[src/rtl/shift_seq_pkg.sv]
// shift_seq_pkg: shared modes, directions and state encoding for the shift sequencer
package shift_seq_pkg;
  localparam logic [1:0] MODE_ONESHOT = 2'b00;
  localparam logic [1:0] MODE_ROTATE  = 2'b01;
  localparam logic [1:0] MODE_BOUNCE  = 2'b10;
  localparam logic [1:0] MODE_CLEAR   = 2'b11;
  localparam logic DIR_LEFT  = 1'b1;
  localparam logic DIR_RIGHT = 1'b0;
  typedef enum logic [1:0] {IDLE, LOAD, RUN} state_t;
endpackage

[src/rtl/shift_seq_ctrl_if.sv]
// shift_seq_ctrl_if: control/feedback link between the sequencer and the shift register
interface shift_seq_ctrl_if #(parameter int SHLEN = 6);
  logic SH_EN, SH_DIR, SH_IN;
  logic [SHLEN-1:0] SH_Q;
  modport master(output SH_EN, SH_DIR, SH_IN, input SH_Q);
  modport slave(input SH_EN, SH_DIR, SH_IN, output SH_Q);
endinterface

[src/rtl/tick_gen.sv]
// tick_gen: prescaler counting 0..TICK_DIV-1 with sync clear/enable and a registered wrap pulse
module tick_gen #(
  parameter int TICK_DIV = 25000000,
  parameter int CW = 32
) (
  input  logic clk,
  input  logic rst,
  input  logic clr,
  input  logic en,
  output logic wrap,
  output logic tick
);
  logic [CW-1:0] cnt;
  assign wrap = en && cnt == CW'(TICK_DIV - 1);
  always_ff @(posedge clk)
    if (rst || clr) begin
      cnt <= '0;
      tick <= 1'b0;
    end else begin
      cnt <= wrap ? '0 : en ? cnt + 1'b1 : cnt;
      tick <= wrap;
    end
endmodule

[src/rtl/shift_seq_ctrl.sv]
// shift_seq_ctrl: loads a pattern serially into a shift register, then optionally rotates or bounces it
module shift_seq_ctrl
  import shift_seq_pkg::*;
#(
  parameter int SHLEN = 6,
  parameter int TICK_DIV = 25000000,
  parameter int CW = 32
) (
  input  logic             CLK,
  input  logic             RST,
  input  logic             START,
  input  logic             STOP,
  input  logic             PAUSE,
  input  logic [1:0]       MODE,
  input  logic             DIR_CFG,
  input  logic [SHLEN-1:0] PAT,
  shift_seq_ctrl_if.master sh,
  output logic             TICK,
  output logic             BUSY,
  output logic             DONE,
  output logic [7:0]       STEP_CNT
);
  localparam int IW = $clog2(SHLEN);
  state_t state, state_n;
  logic [IW-1:0] idx, idx_n;
  logic [7:0] step_n;
  logic [1:0] mode_q, mode_n;
  logic [SHLEN-1:0] pat_q, pat_n;
  logic en_q, en_n, in_q, in_n, done_n, dir_q, dir_n, flip_q, flip_n;
  logic wrap, go, last, load_bit, rot_bit;
  assign BUSY = state != IDLE;
  assign go = state == IDLE && START && !STOP;
  assign last = idx == IW'(SHLEN - 1);
  assign load_bit = mode_q == MODE_CLEAR ? 1'b0 : dir_q == DIR_LEFT ? pat_q[IW'(SHLEN - 1) - idx] : pat_q[idx];
  assign rot_bit = dir_q == DIR_LEFT ? sh.SH_Q[SHLEN-1] : sh.SH_Q[0];
  assign sh.SH_EN = en_q;
  assign sh.SH_IN = in_q;
  assign sh.SH_DIR = dir_q;
  tick_gen #(.TICK_DIV(TICK_DIV), .CW(CW)) u_tick (
    .clk(CLK), .rst(RST), .clr(go), .en(BUSY && !PAUSE && !STOP), .wrap(wrap), .tick(TICK)
  );
  // A LOAD cycle with en_q set and idx back at 0 is the one right after the final oneshot/clear step
  always_comb begin
    state_n = state;
    idx_n = idx;
    step_n = STEP_CNT;
    en_n = 1'b0;
    in_n = 1'b0;
    done_n = 1'b0;
    dir_n = flip_q ? ~dir_q : dir_q;
    flip_n = 1'b0;
    mode_n = mode_q;
    pat_n = pat_q;
    if (go) begin
      state_n = LOAD;
      idx_n = '0;
      step_n = '0;
      mode_n = MODE;
      pat_n = PAT;
      dir_n = DIR_CFG;
    end else if (BUSY && STOP) begin
      state_n = IDLE;
    end else if (state == LOAD && en_q && idx == '0) begin
      state_n = IDLE;
      done_n = 1'b1;
    end else if (wrap) begin
      en_n = 1'b1;
      step_n = STEP_CNT + 8'd1;
      idx_n = last ? '0 : idx + 1'b1;
      in_n = state == LOAD ? load_bit : rot_bit;
      flip_n = state == RUN && last && mode_q == MODE_BOUNCE;
      if (state == LOAD && last && (mode_q == MODE_ROTATE || mode_q == MODE_BOUNCE)) state_n = RUN;
    end
  end
  always_ff @(posedge CLK)
    if (RST) begin
      state <= IDLE;
      idx <= '0;
      STEP_CNT <= '0;
      en_q <= 1'b0;
      in_q <= 1'b0;
      DONE <= 1'b0;
      dir_q <= 1'b0;
      flip_q <= 1'b0;
      mode_q <= MODE_ONESHOT;
      pat_q <= '0;
    end else begin
      state <= state_n;
      idx <= idx_n;
      STEP_CNT <= step_n;
      en_q <= en_n;
      in_q <= in_n;
      DONE <= done_n;
      dir_q <= dir_n;
      flip_q <= flip_n;
      mode_q <= mode_n;
      pat_q <= pat_n;
    end
endmodule

[src/flat_wrapper.sv]
// flat-port wrapper written by rule: the top's interface ports become plain ports
module shift_seq_ctrl_flat import shift_seq_pkg::*;
#(
  parameter int SHLEN = 6,
  parameter int TICK_DIV = 25000000,
  parameter int CW = 32
)
  (CLK, RST, START, STOP, PAUSE, MODE, DIR_CFG, PAT, TICK, BUSY, DONE, STEP_CNT, sh_SH_EN, sh_SH_DIR, sh_SH_IN, sh_SH_Q);
  shift_seq_ctrl_if #(.SHLEN(SHLEN)) sh_i ();
  input  logic CLK;
  input  logic RST;
  input  logic START;
  input  logic STOP;
  input  logic PAUSE;
  input  logic [1:0] MODE;
  input  logic DIR_CFG;
  input  logic [SHLEN-1:0] PAT;
  output logic TICK;
  output logic BUSY;
  output logic DONE;
  output logic [7:0] STEP_CNT;
  output wire logic [$bits(sh_i.SH_EN)-1:0] sh_SH_EN;
  output wire logic [$bits(sh_i.SH_DIR)-1:0] sh_SH_DIR;
  output wire logic [$bits(sh_i.SH_IN)-1:0] sh_SH_IN;
  input wire logic [$bits(sh_i.SH_Q)-1:0] sh_SH_Q;
  assign sh_SH_EN = sh_i.SH_EN;
  assign sh_SH_DIR = sh_i.SH_DIR;
  assign sh_SH_IN = sh_i.SH_IN;
  assign sh_i.SH_Q = sh_SH_Q;
  shift_seq_ctrl #(.SHLEN(SHLEN), .TICK_DIV(TICK_DIV), .CW(CW)) u_core (.CLK(CLK), .RST(RST), .START(START), .STOP(STOP), .PAUSE(PAUSE), .MODE(MODE), .DIR_CFG(DIR_CFG), .PAT(PAT), .sh(sh_i), .TICK(TICK), .BUSY(BUSY), .DONE(DONE), .STEP_CNT(STEP_CNT));
endmodule
[config.mk]
export PLATFORM = sky130hd
export DESIGN_NAME = shift_seq_ctrl_flat
export DESIGN_NICKNAME = d
export VERILOG_FILES = /design/src/rtl/shift_seq_pkg.sv /design/src/rtl/shift_seq_ctrl_if.sv /design/src/rtl/tick_gen.sv /design/src/rtl/shift_seq_ctrl.sv /design/src/flat_wrapper.sv
export SDC_FILE = /design/constraint.sdc
export NUM_CORES = 1
export LEC_CHECK = 0
export ABC_AREA = 1
export CORE_MARGIN = 2
export CORE_UTILIZATION = 57
export CTS_CLUSTER_DIAMETER = 200
export DETAILED_ROUTE_END_ITERATION = 10
export DONT_BUFFER_PORTS = 1
export PLACE_DENSITY = 0.72
export SLEW_MARGIN = 20
export SYNTH_ARGS = -nofsm -noshare
export SYNTH_HDL_FRONTEND = slang
export SYNTH_SLANG_ARGS = --single-unit
export TNS_END_PERCENT = 1
[constraint.sdc]
create_clock -name CLK -period 3.4 [get_ports CLK]
set_clock_uncertainty 0.1 [all_clocks]
set_input_delay 0.51 -clock CLK [delete_from_list [all_inputs] [get_ports CLK]]
set_output_delay 0.51 -clock CLK [all_outputs]
set_load 0.02 [all_outputs]
Yosys cells after proc, flatten, opt, wreduce, memory -nomap -nowiden
Index checks and enable logic that the tools add are counted.
{"block": "classes", "add_sub_neg": 4, "n_lt_le_gt_ge": 2, "eq_ne": 7, "n_mux": 18, "bitwise_logic": 4, "n_reduce_logical": 30}
{"cell": "$add 32x1->32 const B", "count": 1}
{"cell": "$eq 32x25->1 const B", "count": 1}
{"cell": "$mux 1", "count": 15}
{"cell": "$logic_and 1x1->1", "count": 12}
{"cell": "$add 8x1->8 const B", "count": 1}
{"cell": "$lt 3x4->1 const B", "count": 2}
{"cell": "$reduce_bool 4->1", "count": 2}
{"cell": "$bmux 1 s3", "count": 2}
{"cell": "$eq 2x2->1 const B", "count": 3}
{"cell": "$reduce_or 5->1", "count": 1}
{"cell": "$eq 2x1->1 const B", "count": 2}
{"cell": "$not 1->1", "count": 4}
{"cell": "$reduce_and 2->1", "count": 2}
{"cell": "$reduce_bool 2->1", "count": 2}
{"cell": "$reduce_or 2->1", "count": 2}
{"cell": "$reduce_or 4->1", "count": 1}
{"cell": "$add 3x1->3 const B", "count": 1}
{"cell": "$eq 3x3->1 const B", "count": 1}
{"cell": "$logic_not 3->1", "count": 1}
{"cell": "$mux 3", "count": 1}
{"cell": "$reduce_and 3->1", "count": 1}
{"cell": "$reduce_or 3->1", "count": 1}
{"cell": "$sub 3x3->3 const A", "count": 1}
{"cell": "$logic_not 1->1", "count": 2}
{"cell": "other kinds (2)", "count": 3}
{"block": "word_totals", "reg_bits": 59, "output_inout_bits": 14, "elab_cells": 78}

Longest topological paths before layout
{"block": "logic_depth", "ltp_word": 8, "depth_mapped": 11}

Modules after synthesis
Synthesis repeated with hierarchy kept, for this count alone.
{"block": "unflattened", "hier_cells": 481, "area_unflattened_um2": 3279.4}
{"mod": "tick_gen", "n_inst": 1, "cells_each": 294, "area_per_inst_um2": 1910.6, "seq_area_each_um2": 660.6}
{"mod": "shift_seq_ctrl", "n_inst": 1, "cells_each": 187, "area_per_inst_um2": 1368.8, "seq_area_each_um2": 520.5}

Least setup slack after synthesis
Ideal clock, no wire load.
{"block": "synth_timing", "path_type": "input port to flip-flop", "start": "in STOP", "end": "reg u_core.u_tick.cnt[14]", "setup_ns": 0.115, "arrival_time_ns": 1.470, "t_required_ns": 3.185, "slack_ns": 1.715, "path_stages": 11, "cell_sequence": "inv_2 > nand2_1 > nor2_4 > nand2_4 > inv_2 > nand3_2 > inv_2 > nand2_2 > nand2_4 > buf_6 > nor2_2"}
{"block": "synth_via", "elab_chain_len": 4, "word_cells_on_any_way": 6}
{"item": "start: declaration", "line_no": "flat_wrapper.sv:13", "text": "input logic STOP;"}
{"item": "$logic_not 1->1 *", "line_no": "shift_seq_ctrl.sv:32, shift_seq_ctrl.sv:40"}
{"item": "$logic_and 1x1->1 (on tied branches)", "line_no": "shift_seq_ctrl.sv:40, shift_seq_ctrl.sv:32"}
{"item": "$logic_and 1x1->1 or $logic_or 1x1->1 (tied branches)", "line_no": "tick_gen.sv:14, tick_gen.sv:16"}
{"item": "$reduce_or 2->1 (no source line)"}
{"item": "end signal: assignment", "line_no": "tick_gen.sv:20", "text": "cnt <= wrap ? '0 : en ? cnt + 1'b1 : cnt;"}
{"item": "end: declaration", "line_no": "tick_gen.sv:13", "text": "logic [CW-1:0] cnt;"}
Mark *: on every way between the ends. The rest lies on a longest branch, timed or not.
A chain may end at the register's enable or synchronous reset.

Worst setup path in the final report
{"block": "layout_timing", "start": "reg u_core.idx[0]", "end": "reg u_core.STEP_CNT[4]"}
{"block": "layout_via", "elab_chain_len": 4}
{"item": "start: declaration", "line_no": "shift_seq_ctrl.sv:25", "text": "logic [IW-1:0] idx, idx_n;"}
{"item": "start signal: assignment", "line_no": "shift_seq_ctrl.sv:89", "text": "idx <= idx_n;"}
{"item": "$logic_not 3->1", "line_no": "shift_seq_ctrl.sv:63", "text": "end else if (state == LOAD && en_q && idx == '0) begin"}
{"item": "$logic_and 1x1->1", "line_no": "shift_seq_ctrl.sv:63"}
{"item": "$not 1->1 (no source line)"}
{"item": "$reduce_and 3->1 (no source line)"}
{"item": "end signal: assignment", "line_no": "shift_seq_ctrl.sv:90", "text": "STEP_CNT <= step_n;"}
{"item": "end: declaration", "line_no": "shift_seq_ctrl.sv:21", "text": "output logic [7:0] STEP_CNT"}
Every way passes these cells.

==> impl_summary.log <==
INFO  metric status = finished, final reports clean
INFO  metric syn_avg_cell_area = 6.760 um^2
INFO  metric via_count = roughly 3,300
INFO  metric die_ar = roughly 7000 um^2
INFO  metric static-leakage-power = 0.001502 uW
INFO  metric total_nets_after_synthesis = around 560
INFO  metric detail_route.drc_violations = 0
INFO  metric powerDensity = 394.0 nW/um^2
INFO  metric final_net_count = between 500 and 600
INFO  metric cts_htree_levels = 3
INFO  metric first_pass_grt_wire_length = 13,930 um
INFO  metric initialDrtViolationCount = 188
INFO  metric grt_antenna_before_repair = 0
INFO  metric cts_tree = yes
INFO  metric total_switching_power = around 350 uW
INFO  metric mean_routed_wirelength_per_cell = 12.84 um
INFO  metric yosys.cell_types.count = 36
INFO  metric holdCritStartpoint = RST
INFO  metric layout-area-overhead-vs-synth = 7.140%
INFO  metric portBuffers = 0
INFO  metric timing_hold_violations_final = 0
INFO  metric drt_pass1_iterations = 4
INFO  metric grt_setup_unrepaired = no
INFO  metric hp_class = in2reg
INFO  metric ys_seq_elements = 59
INFO  metric cts_repair_resize_count = 0
INFO  metric r2r_slack = about 1.3 ns
INFO  metric die_w = around 84 um
INFO  metric grt_use_total = 0.2434
INFO  metric cp_data_arrival_time = approximately 2.3 ns
INFO  metric dpl-instance-area = about 3600 um^2
INFO  metric grt_remaining_overflow = 0
INFO  metric layout.cell_area.non_filler = 3867 um^2
INFO  metric core_area = around 6000 um^2
INFO  metric tritoncts.num_buffers = 9
INFO  metric io-pin-count = 34
INFO  metric clock-sinks = 59
INFO  metric num_rows = 28
INFO  metric clk-insertion-delay-late = around 0.35 ns
INFO  metric critical_path.top_delay_family = simple AND/OR/NAND/NOR gates
INFO  metric power.switching_fraction = 0.2310
INFO  metric cp_cell_sequence = inv_1 > ha_1 > nand3_1 > nor2_1 > nor2_4 > nand3_4 > nand2_1 > a21oi_1
INFO  metric initial_utilization = 0.5990
INFO  metric setup.worst_path.class = reg2reg
INFO  metric drt_wl_total = between 7000 and 8000 um
INFO  metric cts-root-to-sink-buffers = 2
INFO  metric crit-reg2reg-launch = u_core.idx[0]
INFO  metric timing.critical_path.buf_inv = 1
INFO  metric synthesis.instances = between 500 and 600
INFO  metric slowest_delay = 0.57 ns
INFO  metric share_seq_of_total_power = 0.464
INFO  metric layout_worst_path_cycle_share = 0.6288
INFO  metric slew_viol_final = 0
INFO  metric period_needed = approximately 2.1 ns
INFO  metric worst_pin_slew = 0.6155 ns
INFO  metric route.detailed.vias_per_inst = 5.276
INFO  metric timing.critical_path.to_type = flop
INFO  metric worst_ir_drop_vdd = 0.2616 mV
INFO  metric max_freq = 0.4678 GHz
INFO  metric post_cts_hold_buffer_count = 0
INFO  metric antenna_violating_nets_post_route = 0
INFO  metric register_area_share_after_synthesis = 0.3272
INFO  metric clk_pin_slew = around 0.070 ns
INFO  metric maxCapViolations = 0
INFO  metric crit_required = ~3.5 ns
INFO  metric grt_max_degree = 24
INFO  metric combPwrFrac = 0.049
INFO  metric cell_internal_pwr = 1172 uW
INFO  metric place.detailed.hpwl = roughly 5800 um
INFO  metric kind_of_start_point_of_the_critical_path = flop
INFO  metric root_buffer = sky130_fd_sc_hd__clkbuf_8
INFO  metric drive_gt1_frac = 0.1479
INFO  metric critical_path_peak_fanout = 14
INFO  metric n_antenna_cell = 0
INFO  metric setup-tns-final = 0 ns
INFO  metric crit_path_start = u_core.idx[0]
INFO  metric setup_viol = 0
INFO  metric first_global_vias = approximately 3,000
INFO  metric die_height = approximately 84 um
INFO  metric netlist_area_before_placement = roughly 3600 um^2
INFO  metric share_clk_of_total_power = 0.487
INFO  metric maxSlewHeadroom = 0.5887
INFO  metric yosys_warnings = 0
INFO  metric slowest_stage = sky130_fd_sc_hd__dfxtp_1
INFO  metric cts.repair_timing.setup_buffer_count = 0
INFO  metric gp_congestion = 0.9041
cells in the final DEF (no fill, tap or decap), types with 6 or more instances in the layout:
master / n
sky130_fd_sc_hd__nor2_2: 20
sky130_fd_sc_hd__nand4_1: 18
sky130_fd_sc_hd__nand2_2: 7
sky130_fd_sc_hd__inv_1: 54
sky130_fd_sc_hd__a211oi_1: 8
sky130_fd_sc_hd__nor2_4: 8
sky130_fd_sc_hd__nand2_1: 152
sky130_fd_sc_hd__xor2_1: 11
sky130_fd_sc_hd__a21oi_1: 17
sky130_fd_sc_hd__clkbuf_8: 11
sky130_fd_sc_hd__ha_1: 7
sky130_fd_sc_hd__nor2_1: 80
sky130_fd_sc_hd__a21oi_2: 6
sky130_fd_sc_hd__inv_2: 11
sky130_fd_sc_hd__dfxtp_1: 59
sky130_fd_sc_hd__nand3_1: 25
per-stage QoR:
stage | total power [uW] | worst slack [ns] | instances | hold WS (ns) | util
3_5_place_dp | 796.1 | 1.082 | 600 | 0.3683 | 0.6040
5_1_grt | 1573 | 1.063 | 616 | 0.1087 | 0.6418
4_1_cts | 1530 | 1.290 | 616 | 0.1188 | 0.6418
2_1_floorplan | 788.3 | 1.715 | 534 | 0.3479 | -
6_report | 1524 | 1.262 | 616 | 0.1288 | 0.6418
3_3_place_gp | 794.4 | 1.116 | 600 | 0.3640 | 0.6040
registers in the layout, summed over array words and instances (netlist names), 2 cells and up:
register           cells
u_core.idx             3
u_core.pat_q           6
u_core.STEP_CNT        8
u_core.state           2
u_core.u_tick.cnt     32
u_core.mode_q          2
final timing paths:
kind         cells after the start                     to
max                              8     u_core.STEP_CNT[4]
min                              1        u_core.pat_q[4]
max reg2reg                      8     u_core.STEP_CNT[4]
min reg2reg                      2  u_core.u_tick.cnt[19]
layer usage:
| layer | up-vias | track usage | share of wire |
|---|---|---|---|
| met3 | 12 | 0.06528 | 0.049 |
| met5 | - | 0 | 0 |
| met2 | 66 | 0.3505 | 0.43 |
| li1 | 1701 | - | - |
| met1 | 1471 | 0.3540 | 0.51 |
| met4 | 0 | 0.07478 | 0.014 |
cell type report:
class                           instances  area (um^2)
Clock buffer                           12        155.1
Clock inverter                          4        72.57
Fill cell                             578         2158
Inverter                               65        244.0
Multi-Input combinational cell        401         2121
Sequential cell                        59         1181
Tap cell                               75        93.84
logic make-up after synthesis:
family                   count (synthesis)  synth area share
AND/OR/NAND/NOR                        333            0.4471
flip-flops                              59            0.3272
AO/OA/AOI/OAI                           45           0.07730
buffers and inverters                   74           0.08526
adder cells (fa/ha/maj)                  7           0.02426
XOR/XNOR                                16           0.03882
cells in the mapped netlist, drive strengths merged:
cell    count  area, um^2
nand2     162       648.1
buf         8       60.05
nand3      31       215.2
nor3        6       40.04
nor4        2       12.51
dfxtp      59        1181
inv        65       244.0
a21oi      23       137.6
o21a        1       7.510
nor2      110       555.5
a211oi      8       60.06
o211ai      1       7.510
o21bai      2       15.01
ha          7       87.58
a31oi       1       6.260
o21ai       9       45.04
nor3b       1       7.510
xnor2       5       43.79
clkbuf      1       3.750
nand3b      3       22.52
xor2       11       96.34
nand4      18       112.6
power groups by stage:
stage               combinational (uW)  clock, uW  sequential (uW)
finish                            74.8        743              706
global placement                  72.5          0              722
floorplan                         67.5          0              721
CTS                               74.8        749              706
global route                      85.1        781              707
detailed placement                74.1          0              722
No activity file was read; power rests on OpenSTA's default activity.
